**config.mk**
```make
export PLATFORM = sky130hd
export DESIGN_NAME = testbasic9_source
export DESIGN_NICKNAME = d
export VERILOG_FILES = /design/src/rtl/testbasic9_types.sv /design/src/rtl/testbasic9_fifo.sv /design/src/rtl/testbasic9_source.sv
export SDC_FILE = /design/constraint.sdc
export NUM_CORES = 1
export LEC_CHECK = 0
export CAP_MARGIN = 25
export CORE_MARGIN = 10
export CORE_UTILIZATION = 45
export DETAILED_ROUTE_END_ITERATION = 10
export HOLD_SLACK_MARGIN = 0.05
export PLACE_DENSITY = 0.73
export SLEW_MARGIN = 40
export SYNTH_ARGS = -nofsm -noshare
export SYNTH_HDL_FRONTEND = slang
export SYNTH_SLANG_ARGS = --single-unit
```
**constraint.sdc**
```tcl
create_clock -name clk -period 2.2 [get_ports clk]
set_input_delay 0.33 -clock clk [delete_from_list [all_inputs] [get_ports clk]]
set_output_delay 0.33 -clock clk [all_outputs]
set_load 0.005 [all_outputs]
```
**src/rtl/testbasic9_types.sv**
```systemverilog
// Shared types and defaults for the TestBasic9 upstream source block.
package testbasic9_types;

   localparam int unsigned TB9_SRC_DEPTH = 4;

   typedef logic signed [31:0] tb9_word_t;

   typedef enum logic [1:0] {
      EMPTY   = 2'd0,
      PARTIAL = 2'd1,
      FULL    = 2'd2
   } tb9_src_state_t;

   // Two's-complement add; overflow wraps silently by design.
   function automatic tb9_word_t tb9_add_offset(input tb9_word_t word, input tb9_word_t offset);
      return word + offset;
   endfunction

endpackage

```
**src/rtl/testbasic9_fifo.sv**
```systemverilog
// Sample buffer: storage, pointers, occupancy count and full/empty flags.
// Also presents the head word that will be current after this edge.
module testbasic9_fifo
   import testbasic9_types::*;
#(
   parameter int unsigned DEPTH = TB9_SRC_DEPTH
) (
   input  logic      clk,
   input  logic      rst_n,
   input  tb9_word_t wr_data_i,
   input  logic      push_i,
   input  logic      pop_i,
   output logic      full_o,
   output logic      empty_o,
   output tb9_word_t head_next_o
);

   localparam int unsigned AW = (DEPTH > 1) ? $clog2(DEPTH) : 1;
   localparam int unsigned CW = AW + 1;
   localparam logic [CW-1:0] DEPTH_C = CW'(DEPTH);

   tb9_word_t      mem_q [DEPTH];
   logic [AW-1:0]  wr_ptr_q, wr_ptr_d;
   logic [AW-1:0]  rd_ptr_q, rd_ptr_d;
   logic [CW-1:0]  count_q, count_d;
   tb9_src_state_t state_q, state_d;

   assign full_o  = (count_q == DEPTH_C);
   assign empty_o = (count_q == CW'(0));

   // Pointer and count next-state; pointers wrap naturally at a power-of-two depth.
   always_comb begin
      wr_ptr_d = wr_ptr_q;
      rd_ptr_d = rd_ptr_q;
      count_d  = count_q;
      if (push_i) begin
         wr_ptr_d = wr_ptr_q + AW'(1);
      end else begin
         wr_ptr_d = wr_ptr_q;
      end
      if (pop_i) begin
         rd_ptr_d = rd_ptr_q + AW'(1);
      end else begin
         rd_ptr_d = rd_ptr_q;
      end
      case ({push_i, pop_i})
         2'b10:   count_d = count_q + CW'(1);
         2'b01:   count_d = count_q - CW'(1);
         default: count_d = count_q;
      endcase
   end

   // Next head word: a word written into the slot that becomes the head must bypass memory.
   always_comb begin
      head_next_o = mem_q[rd_ptr_d];
      if (push_i && (rd_ptr_d == wr_ptr_q)) begin
         head_next_o = wr_data_i;
      end else begin
         head_next_o = mem_q[rd_ptr_d];
      end
   end

   // Occupancy state transitions, tracking the count register.
   always_comb begin
      state_d = state_q;
      case (state_q)
         EMPTY: begin
            if (push_i && !pop_i) begin
               state_d = PARTIAL;
            end else begin
               state_d = EMPTY;
            end
         end
         PARTIAL: begin
            if (push_i && !pop_i && (count_q == DEPTH_C - CW'(1))) begin
               state_d = FULL;
            end else if (pop_i && !push_i && (count_q == CW'(1))) begin
               state_d = EMPTY;
            end else begin
               state_d = PARTIAL;
            end
         end
         FULL: begin
            if (pop_i) begin
               state_d = PARTIAL;
            end else begin
               state_d = FULL;
            end
         end
         default: state_d = EMPTY;
      endcase
   end

   // Control registers.
   always_ff @(posedge clk or negedge rst_n) begin
      if (!rst_n) begin
         wr_ptr_q <= '0;
         rd_ptr_q <= '0;
         count_q  <= '0;
         state_q  <= EMPTY;
      end else begin
         wr_ptr_q <= wr_ptr_d;
         rd_ptr_q <= rd_ptr_d;
         count_q  <= count_d;
         state_q  <= state_d;
      end
   end

   // Storage is deliberately not reset; the count alone decides validity.
   always_ff @(posedge clk) begin
      if (push_i) begin
         mem_q[wr_ptr_q] <= wr_data_i;
      end
   end

endmodule

```
**src/rtl/testbasic9_source.sv**
```systemverilog
// Upstream source for TestBasic9: buffers raw samples, adds a signed offset,
// and counts words delivered to the consumer.
module testbasic9_source
   import testbasic9_types::*;
#(
   parameter int unsigned DEPTH  = TB9_SRC_DEPTH,
   parameter tb9_word_t   OFFSET = 32'sd0
) (
   input  logic               clk,
   input  logic               rst,
   input  logic signed [31:0] s_in,
   input  logic               s_in_sync,
   output logic               s_in_notify,
   output logic signed [31:0] b_out,
   output logic               b_out_notify,
   input  logic               b_out_sync,
   output logic        [31:0] m_out
);

   logic      full_s;
   logic      empty_s;
   logic      push_s;
   logic      pop_s;
   tb9_word_t head_next_s;
   tb9_word_t b_out_q, b_out_d;
   logic [31:0] m_q, m_d;

   // Notifies come only from registered occupancy, never from the partner's sync.
   assign s_in_notify  = !full_s;
   assign b_out_notify = !empty_s;
   assign push_s       = s_in_sync && !full_s;
   assign pop_s        = b_out_sync && !empty_s;

   testbasic9_fifo #(
      .DEPTH(DEPTH)
   ) u_fifo (
      .clk        (clk),
      .rst_n      (rst),
      .wr_data_i  (s_in),
      .push_i     (push_s),
      .pop_i      (pop_s),
      .full_o     (full_s),
      .empty_o    (empty_s),
      .head_next_o(head_next_s)
   );

   // Output word and delivered-count next-state.
   always_comb begin
      b_out_d = b_out_q;
      m_d     = m_q;
      if (push_s || pop_s) begin
         b_out_d = tb9_add_offset(head_next_s, OFFSET);
      end else begin
         b_out_d = b_out_q;
      end
      if (pop_s) begin
         m_d = m_q + 32'd1;
      end else begin
         m_d = m_q;
      end
   end

   // Output registers; b_out resets to the bare offset.
   always_ff @(posedge clk or negedge rst) begin
      if (!rst) begin
         b_out_q <= OFFSET;
         m_q     <= 32'd0;
      end else begin
         b_out_q <= b_out_d;
         m_q     <= m_d;
      end
   end

   assign b_out = b_out_q;
   assign m_out = m_q;

endmodule

```
Word level (Yosys, flattened, before mapping) --
Memories as Yosys holds them, arrays and structs flattened. A register that Yosys moved wholly into a read port is not among the register bits. Index checks and enable logic that the tools add are counted. W data, S select, Z words.
Operators by class: add/subtract/negate cells 5, eq/ne operators 3, multiplexer cells 4, reductions and logical operators 8
Operators with widths (number):
- $add A32 B1 Y32 const B | 1
- $pmux W3 S2 | 1
- $add A2 B1 Y2 const B | 2
- $add A3 B1 Y3 const B | 1
- $eq A3 B3 Y1 const B | 1
- $logic_not A1 Y1 | 3
- $logic_not A3 Y1 | 1
- $sub A3 B1 Y3 const B | 1
- $eq A2 B1 Y1 const B | 1
- $eq A2 B2 Y1 const B | 1
- $logic_and A1 B1 Y1 | 2
- $mux W1 | 2
- $mux W2 | 1
- $reduce_bool A2 Y1 | 1
- $logic_or A1 B1 Y1 | 1
Storage, ports and cells: bits in registers 39, bits in writable memories 128, output and inout port bits 66, word-level logic and storage cells 25, memories 1
Memory list:
- u_fifo.mem_q | words 4, width 32, read ports 1, clocked after memory_dff 1, wr ports 1, line testbasic9_fifo.sv:22 | tb9_word_t mem_q [DEPTH];

Longest topological paths before layout --
Gate-level depths: netlist of the first run.
depth after elaboration 5, mapped depth 11

Modules after synthesis --
A second synthesis of the first run with hierarchy kept.
Unflattened totals: cell total of the unflattened synthesis 452, area, all modules 8360.5 um^2
By module, submodules not included:
- testbasic9_fifo | instances 1, cells each 246, area an instance 5604.1 um^2, sequential area each 4018.9 um^2
- testbasic9_source | instances 1, cells each 206, area an instance 2756.4 um^2, sequential area each 1601.5 um^2

Worst setup path before layout of the first run --
Ideal clock, no wire load.
path kind register to register, start point reg u_fifo.count_q[0], end point reg b_out_q[0] (netlist: b_out[0]), read port of u_fifo.mem_q, library setup time 0.150 ns, arrival time 2.137 ns, path slack -0.086 ns, stages on the path, launching flop included 12, path buffers 4, clock period less this slack 2.286 ns, path through dfrtp_1 inv_1 nand3_1 and2_1 clkbuf_1 inv_1 ha_1 buf_1 and4b_1 clkbuf_1 clkbuf_1 a222oi_1
On the way: cells in the longest elaborated chain, start to end 4
RTL lines:
- start, declared | line testbasic9_fifo.sv:25 | logic [CW-1:0] count_q, count_d;
- start signal, assigned | line testbasic9_fifo.sv:104 | count_q <= count_d;
- $eq A3 B3 Y1 | line testbasic9_fifo.sv:28 | assign full_o = (count_q == DEPTH_C);
- $logic_not A1 Y1
- named net s_in_notify | line testbasic9_source.sv:13 | output logic s_in_notify,
- $logic_and A1 B1 Y1 | line testbasic9_source.sv:31 | assign push_s = s_in_sync && !full_s;
- $logic_or A1 B1 Y1 | line testbasic9_source.sv:51 | if (push_s || pop_s) begin
- end, declared | line testbasic9_source.sv:25 | tb9_word_t b_out_q, b_out_d;
The timed path passes the listed nets, and every way through them passes these cells. A chain may end at the register's enable or synchronous reset.

Worst setup path in the final report of the first run --
start point reg u_fifo.count_q[2], end point reg b_out_q[30] (netlist: b_out[30]), read port of u_fifo.mem_q
On the way: cells in the longest elaborated chain, start to end 4
RTL lines (line):
- $logic_not A3 Y1 / $eq A3 B3 Y1 (equally long branches) | testbasic9_fifo.sv:29, testbasic9_fifo.sv:28
- $logic_not A1 Y1, on equally long branches | testbasic9_source.sv:32, testbasic9_source.sv:31
- $logic_and A1 B1 Y1, on equally long branches | testbasic9_source.sv:32, testbasic9_source.sv:31
- $mux W2 / $logic_or A1 B1 Y1 (equally long branches) | testbasic9_fifo.sv:41, testbasic9_source.sv:51
Several ways; a longest one is shown, not always the timed one.

==> impl_results.md, run 1 <==
* Overall Global Routing Usage at 0.167
* Final hold vios at 0
* Fin crit period at 2.19 ns
* Synth area leader: edfxtp_1
* Post-synth EDFFs at 128
* Mapped Cells at 747
* Routed vias/inst at 5.78
* Hold WC Path Type: input port to async pin
* Worst path cell trace: o31ai_4, inv_4, buf_4, buf_12, buf_4, nand3b_1, o31ai_1, a22o_1, a222oi_1
* Fin nets at 917
* CTS tree: yes
* Slowest-stage cell, CP: dfrtp_1
* Area of the multi-input gates at 0.00314 sq mm
* Worst hold slack at 0.429 ns
* Top_reg_cell synth: edfxtp_1
* Core area at 0.0202 sq mm
* Largest net degree at the start of global routing at 65
* Synthesized area at 0.00928 sq mm
* Area grow syn2layout at 26.9%
* Setup Skew at 0.0123 ns
* Avg Cell Area, Syn at 12.4 sq um
* CP Buf/Inv Count at 4
* Average routed wire per standard cell at 19.1 um
* Fillers at 1621
* Net switching power at 5.23 mW
* Cell variety after synth at 40
* Routed Antenna Nets at 0
* Die area at 0.0268 sq mm
* Reg area at 0.00563 sq mm
* Crit path top cell by count: buf_4
* Unrepaired setup endpoints after global routing: true
* # IOs at 102
* Period utilization at 0.997
* Leakage at 4.55 nW
* Detailed Place HPWL at 14.4 mm
* Grt met2 use at 0.274
* Worst reg2reg path endpoint: b_out[30]
* CP Launch Type: register
* P per Cell Area at 1310 mW/mm^2
* Data required time of the worst path at 2.52 ns
* Power share of the combinational group at 0.424
* Detailed Routing Iterations Pass 1 at 9
* Number of remaining DRC errors at 0
* YS warnings at 0
* Outcome: complete, no violations
* Max Cap Viol at 0
* Critical path's top delay family: compound AO/OA/AOI/OAI gates
* Via Count at 6676
* WP data arrival at 2.52 ns
* Synth top area share at 0.414
* Slew headroom at 0.625
* Fraction of layout cells with a size suffix above 1 at 0.170
* Tot Pwr at 15.5 mW
* FF+latch count, synth at 199
* Cell internal pwr at 10.2 mW
* Global route overflow at 0
* Max Root-Sink Buffers at 2
* Initial antenna violation count at 0
* Global-route wire length before repair at 35.6 mm
* Synth top area cells: edfxtp_1, dfrtp_1, mux2_2
* CTS Buf Count at 17
* Reg clk slew, reported paths at 0.07 ns
* Reg2Reg Setup Slack at 0.006 ns
* Crit path kind: register to register
* Fin area at 0.0118 sq mm
* Clock share of power at 0.222
* Fin. max-slew vios at 0
* Diodes inserted at 0
* GR peak layer: met2
* Final GP Congestion at 0.777
* Seq pwr share at 0.355
* Setup WS pre-CTS at -0.227 ns
* Met3 Track Usage GR at 0.0373
* Fmax at 456 MHz
* Final worst slack at 0.00577 ns
* R2R Path Start: u_fifo.count_q[2]
* Async SR Flop Fraction at 0.357
* Row cnt at 52
* Post-synthesis sequential area ratio at 0.605
* Port buffer count at 101
* Chip height at 164 um
* Final setup violation count at 0
* Delay of the slowest cell on the worst path at 0.41 ns
* Die Span X at 164 um
* Syn_nets at 791
* Clk_lat worst skew at 0.44 ns
* Crit Path Max Fanout at 27
* Total Routed Length at 22.1 mm
* Vias in the first global route at 6809
* R2R depth at 9
* Sw Share at 0.339
* Worst-Margin Slew at 0.562 ns
* Setup crit end kind: register
* Met1 Use GR at 0.213
* DRT iter0 DRCs at 703
* CTS HTree Levels at 4
* Clock sink count at 199
* Clock root cell: clkbuf_16
* Critical path depth at 9
* Initial Utilization at 0.459
* VDD IR max at 0.893 mV
* Area post-placement at 0.0111 sq mm
flip-flops by register name, summed over array words and instances (netlist names):
name and cells:
u_fifo.wr_ptr_q 2, u_fifo.rd_ptr_q 2, m_out 32, u_fifo.mem_q 128
u_fifo.count_q 3, b_out 32
routing by layer:
metal	part of all wire	up-vias
li1	-	3074
met1	0.43	3312
met2	0.48	267
met3	0.079	23
met4	0.014	0
met5	0	-
per-stage QoR:
step | utilization | instances | TNS, ns
2_1_floorplan | - | 747 | -1.73
3_3_place_gp | 0.546 | 1119 | -5.97
3_5_place_dp | 0.546 | 1119 | -7.02
4_1_cts | 0.581 | 1155 | -0.0974
5_1_grt | 0.582 | 1156 | -2.62
6_report | 0.582 | 1156 | 0
worst register-to-register path, cell delays in order, from the launching register on:
cell and delay [ns]:
dfrtp_1 0.41, o31ai_4 0.40, inv_4 0.14, buf_4 0.18
buf_12 0.15, buf_4 0.17, nand3b_1 0.08, o31ai_1 0.08
a22o_1 0.19, a222oi_1 0.30
how the worst max path moves through the flow:
stage	slack, ns	start	to
after global routing	-0.14	u_fifo.count_q[2]	b_out[24]
after floorplan	-0.09	u_fifo.count_q[0]	b_out[0]
final	0.006	u_fifo.count_q[2]	b_out[30]
after global placement	-0.18	b_out_sync	b_out[21]
after detailed placement	-0.23	b_out_sync	b_out[18]
after CTS	-0.03	u_fifo.count_q[2]	b_out[29]
synth_stat cells (17+ instances only):
cell,n
a222oi_1,32
a22o_1,32
buf_2,17
clkbuf_1,29
dfrtp_1,71
edfxtp_1,128
inv_1,77
mux2_2,32
nand2_1,19
nand3b_1,32
nor2_1,39
nor3_1,38
o221ai_1,32
o31ai_1,32
or3_1,34
xnor2_1,28
cells in the final DEF, fill, tap and decap left out, types with 3 or more instances in the layout:
cell	netlist	final
nand2_1	19	19
and3_1	9	5
nand3b_1	32	32
or3_1	34	34
inv_8	0	5
buf_12	0	17
a22o_1	32	32
inv_2	1	3
nor3_1	38	38
ha_1	7	5
inv_1	77	74
a222oi_1	32	32
buf_6	3	3
clkdlybuf4s50_1	0	99
o221ai_1	32	32
buf_4	2	46
inv_6	0	4
nand3_1	11	10
nand4_1	5	5
mux2_2	32	32
edfxtp_1	128	128
xnor2_1	28	28
and3_2	0	4
nor2_1	39	39
o31ai_1	32	32
xor2_1	11	11
bufinv_16	0	4
dfrtp_1	71	69
clkbuf_16	0	17
logic make-up after synthesis:
group,share of synthesized area
mux,0.0388
xor+xnor,0.0385
compound gates,0.125
simple gates,0.120
fa+ha+maj,0.0116
flops,0.605
buf+inv,0.0613
final cells by class:
cell class                 instances  share of cell area
tap                              270              0.0287
clock inverter                    15              0.0194
timing repair buffer             167               0.147
clock buffer                      17              0.0361
multi-input combinational        410               0.266
inverter                          78              0.0251
sequential                       199               0.478
power by group through the flow:
stage / clock network [mW] / registers (mW) / logic (mW)
after floorplan: 0 / 5.44 / 3.81
after global placement: 0 / 5.52 / 6.28
after detailed placement: 0 / 5.55 / 6.45
after CTS: 3.49 / 5.48 / 6.54
after global routing: 3.63 / 5.57 / 7.16
final: 3.43 / 5.49 / 6.55
timing repair:
item	in CTS	in global routing
gates resized for setup	6	7
hold buffers	1	0
setup endpoints to repair	34	33
endpoints found under the hold margin	36	0
buffers inserted	3	1
pin swaps	7	10
No activity file was read; power rests on OpenSTA's default activity.
==> run 2: changes to the inputs <==
--- a/config.mk
+++ b/config.mk
@@ -7,10 +7,10 @@
 export LEC_CHECK = 0
 export CAP_MARGIN = 25
 export CORE_MARGIN = 10
-export CORE_UTILIZATION = 45
+export CORE_UTILIZATION = 30
 export DETAILED_ROUTE_END_ITERATION = 10
 export HOLD_SLACK_MARGIN = 0.05
-export PLACE_DENSITY = 0.73
+export PLACE_DENSITY = 0.54
 export SLEW_MARGIN = 40
 export SYNTH_ARGS = -nofsm -noshare
 export SYNTH_HDL_FRONTEND = slang
==> run 2 against run 1 <==
Against the previous run:
- the flow now finishes with violations (negative setup slack)
- global-route usage down 4.5 points
- maximum frequency down 0.55%
- clock power down 7.6%
- largest power group unchanged
==> impl_results.md, run 2 (same netlist as run 1, synthesis figures left out) <==
* Max Root-Sink Buffers at 2 (unchanged)
* Crit Path Max Fanout at 9 (was 27)
* Overall Global Routing Usage at 0.121 (was 0.167)
* CP Launch Type: register (unchanged)
* Max Cap Viol at 0 (unchanged)
* Leakage at 4.57 nW (was 4.55 nW)
* Setup_tns at -0.00627 ns (was 0 ns)
* DRT iter0 DRCs at 437 (was 703)
* Worst hold slack at 0.408 ns (was 0.429 ns)
* Setup Skew at 0.0126 ns (was 0.0123 ns)
* Initial Utilization at 0.304 (was 0.459)
* Outcome: finished, violations left (was complete, no violations)
* Final hold vios at 0 (unchanged)
* Global-route wire length before repair at 37.1 mm (was 35.6 mm)
* Setup crit end kind: register (unchanged)
* Vias in the first global route at 6429 (was 6809)
* Fin area at 0.0120 sq mm (was 0.0118 sq mm)
* P per Cell Area at 1280 mW/mm^2 (was 1310 mW/mm^2)
* Period utilization at 1.00 (was 0.997)
* Final setup violation count at 1 (was 0)
* Commonest non-fill, non-tap cell in the layout: edfxtp_1 (unchanged)
* Detailed Place HPWL at 15.8 mm (was 14.4 mm)
* Reg clk slew, reported paths at 0.07 ns (about the same)
* Utilization after layout at 0.393 (was 0.582)
* Net switching power at 5.23 mW (about the same)
* Slowest-stage cell, CP: dfrtp_1 (unchanged)
* Die Span X at 196 um (was 164 um)
* Average routed wire per standard cell at 18.1 um (was 19.1 um)
* Max FFs per register at 128 (unchanged)
* Final GP Congestion at 0.759 (was 0.777)
* Data required time of the worst path at 2.51 ns (was 2.52 ns)
* Clock share of power at 0.207 (was 0.222)
* Tot Pwr at 15.4 mW (was 15.5 mW)
* Fin nets at 918 (was 917)
* Fin. max-slew vios at 0 (unchanged)
* Routed Antenna Nets at 0 (unchanged)
* Area post-placement at 0.0113 sq mm (was 0.0111 sq mm)
* Cell Count, Final, Fillers Out at 1283 (was 1156)
* Unrepaired setup endpoints after global routing: true (unchanged)
* Area grow syn2layout at 29.5% (was 26.9%)
* Delay of the slowest cell on the worst path at 0.41 ns (about the same)
* Clk_lat worst skew at 0.43 ns (was 0.44 ns)
* Worst-Margin Slew at 0.484 ns (was 0.562 ns)
* # IOs at 102 (unchanged)
* Chip height at 196 um (was 164 um)
* Largest net degree at the start of global routing at 41 (was 65)
* Row cnt at 64 (was 52)
* Detailed Routing Iterations Pass 1 at 5 (was 9)
* WP data arrival at 2.51 ns (was 2.52 ns)
* Worst path cell trace: o31ai_4, buf_6, buf_12, nor2_1, or3_1, a22o_1, a222oi_1 (was o31ai_4, inv_4, buf_4, buf_12, buf_4, nand3b_1, o31ai_1, a22o_1, a222oi_1)
* Hold WC Path Type: input port to async pin (unchanged)
* Routed vias/inst at 5.06 (was 5.78)
* Seq pwr share at 0.358 (was 0.355)
* Port buffer count at 101 (unchanged)
* Number of remaining DRC errors at 0 (unchanged)
* Total Routed Length at 23.3 mm (was 22.1 mm)
* Setup WS pre-CTS at -0.283 ns (was -0.227 ns)
* Final worst slack at -0.00627 ns (was 0.00577 ns)
* Core area at 0.0306 sq mm (was 0.0202 sq mm)
* Most frequent cells in the layout: edfxtp_1, clkdlybuf4s50_1, inv_1, dfrtp_1, buf_4 (unchanged)
* Fraction of layout cells with a size suffix above 1 at 0.172 (was 0.170)
* Global route overflow at 0 (unchanged)
* Biggest register: u_fifo.mem_q (unchanged)
* CTS Buf Count at 17 (unchanged)
* Crit path kind: register to register (unchanged)
* Fmax at 453 MHz (was 456 MHz)
* Diodes inserted at 0 (unchanged)
* Slew headroom at 0.677 (was 0.625)
* Sw Share at 0.340 (was 0.339)
* Die area at 0.0384 sq mm (was 0.0268 sq mm)
* Fin crit period at 2.21 ns (was 2.19 ns)
* Failing checks: negative setup slack
* Power share of the combinational group at 0.435 (was 0.424)
* Clock sink count at 199 (unchanged)
* VDD IR max at 0.631 mV (was 0.893 mV)
* Clock root cell: clkbuf_16 (unchanged)
* CTS tree: yes (unchanged)
* CTS HTree Levels at 4 (unchanged)
* Cell internal pwr at 10.1 mW (was 10.2 mW)
* Placed Cells incl. Taps at 1248 (was 1119)
* Initial antenna violation count at 0 (unchanged)
* Via Count at 6487 (was 6676)
==> run 2: cell type report <==
cell class,instances,area [sq um]
fill,2917,18600
sequential,199,5630
inverter,78,300
clock inverter,14,163
tap,396,495
timing repair buffer,168,1830
clock buffer,18,429
multi-input combinational,410,3170
==> run 2: worst paths after layout <==
kind / from / endpoint / slack, ns / depth (start not counted)
max: u_fifo.count_q[1] / b_out[5] / -0.006 / 7
min: rst / b_out[9] / 0.41 / 2
max reg2reg: u_fifo.count_q[1] / b_out[5] / -0.006 / 7
min reg2reg: m_out[31] / m_out[31] / 0.46 / 1
max in group asynchronous: rst / b_out[16] / 1.20 / 3
min in group clk: m_out[31] / m_out[31] / 0.46 / 1
==> run 2: metal layers <==
metal | share of wire | track usage
met5 | 0 | 0
met3 | 0.058 | 0.0341
met1 | 0.46 | 0.162
met2 | 0.47 | 0.191
met4 | 0.0090 | 0.0274
==> run 2: worst max-delay path: cells and delay by family, from the launching register on <==
| family | cells | cell delay (ns) |
|---|---|---|
| simple gates | 2 | 0.38 |
| buf+inv | 2 | 0.35 |
| compound gates | 3 | 0.95 |
| flops | 1 | 0.41 |
==> run 2: repair_timing <==
action	CTS	global route
gates resized for setup	4	17
hold buffers	1	0
cloned	1	0
endpoints found under the setup margin	28	35
buffers inserted	1	0
hold endpoints to repair	29	0
pin swaps	8	41
==> run 2: power by group through the flow <==
stage	logic (mW)	registers (mW)	clock network (mW)
6_report	6.68	5.50	3.17
5_1_grt	7.34	5.60	3.45
4_1_cts	6.70	5.50	3.27
3_5_place_dp	6.61	5.57	0
3_3_place_gp	6.53	5.56	0
2_1_floorplan	3.81	5.44	0
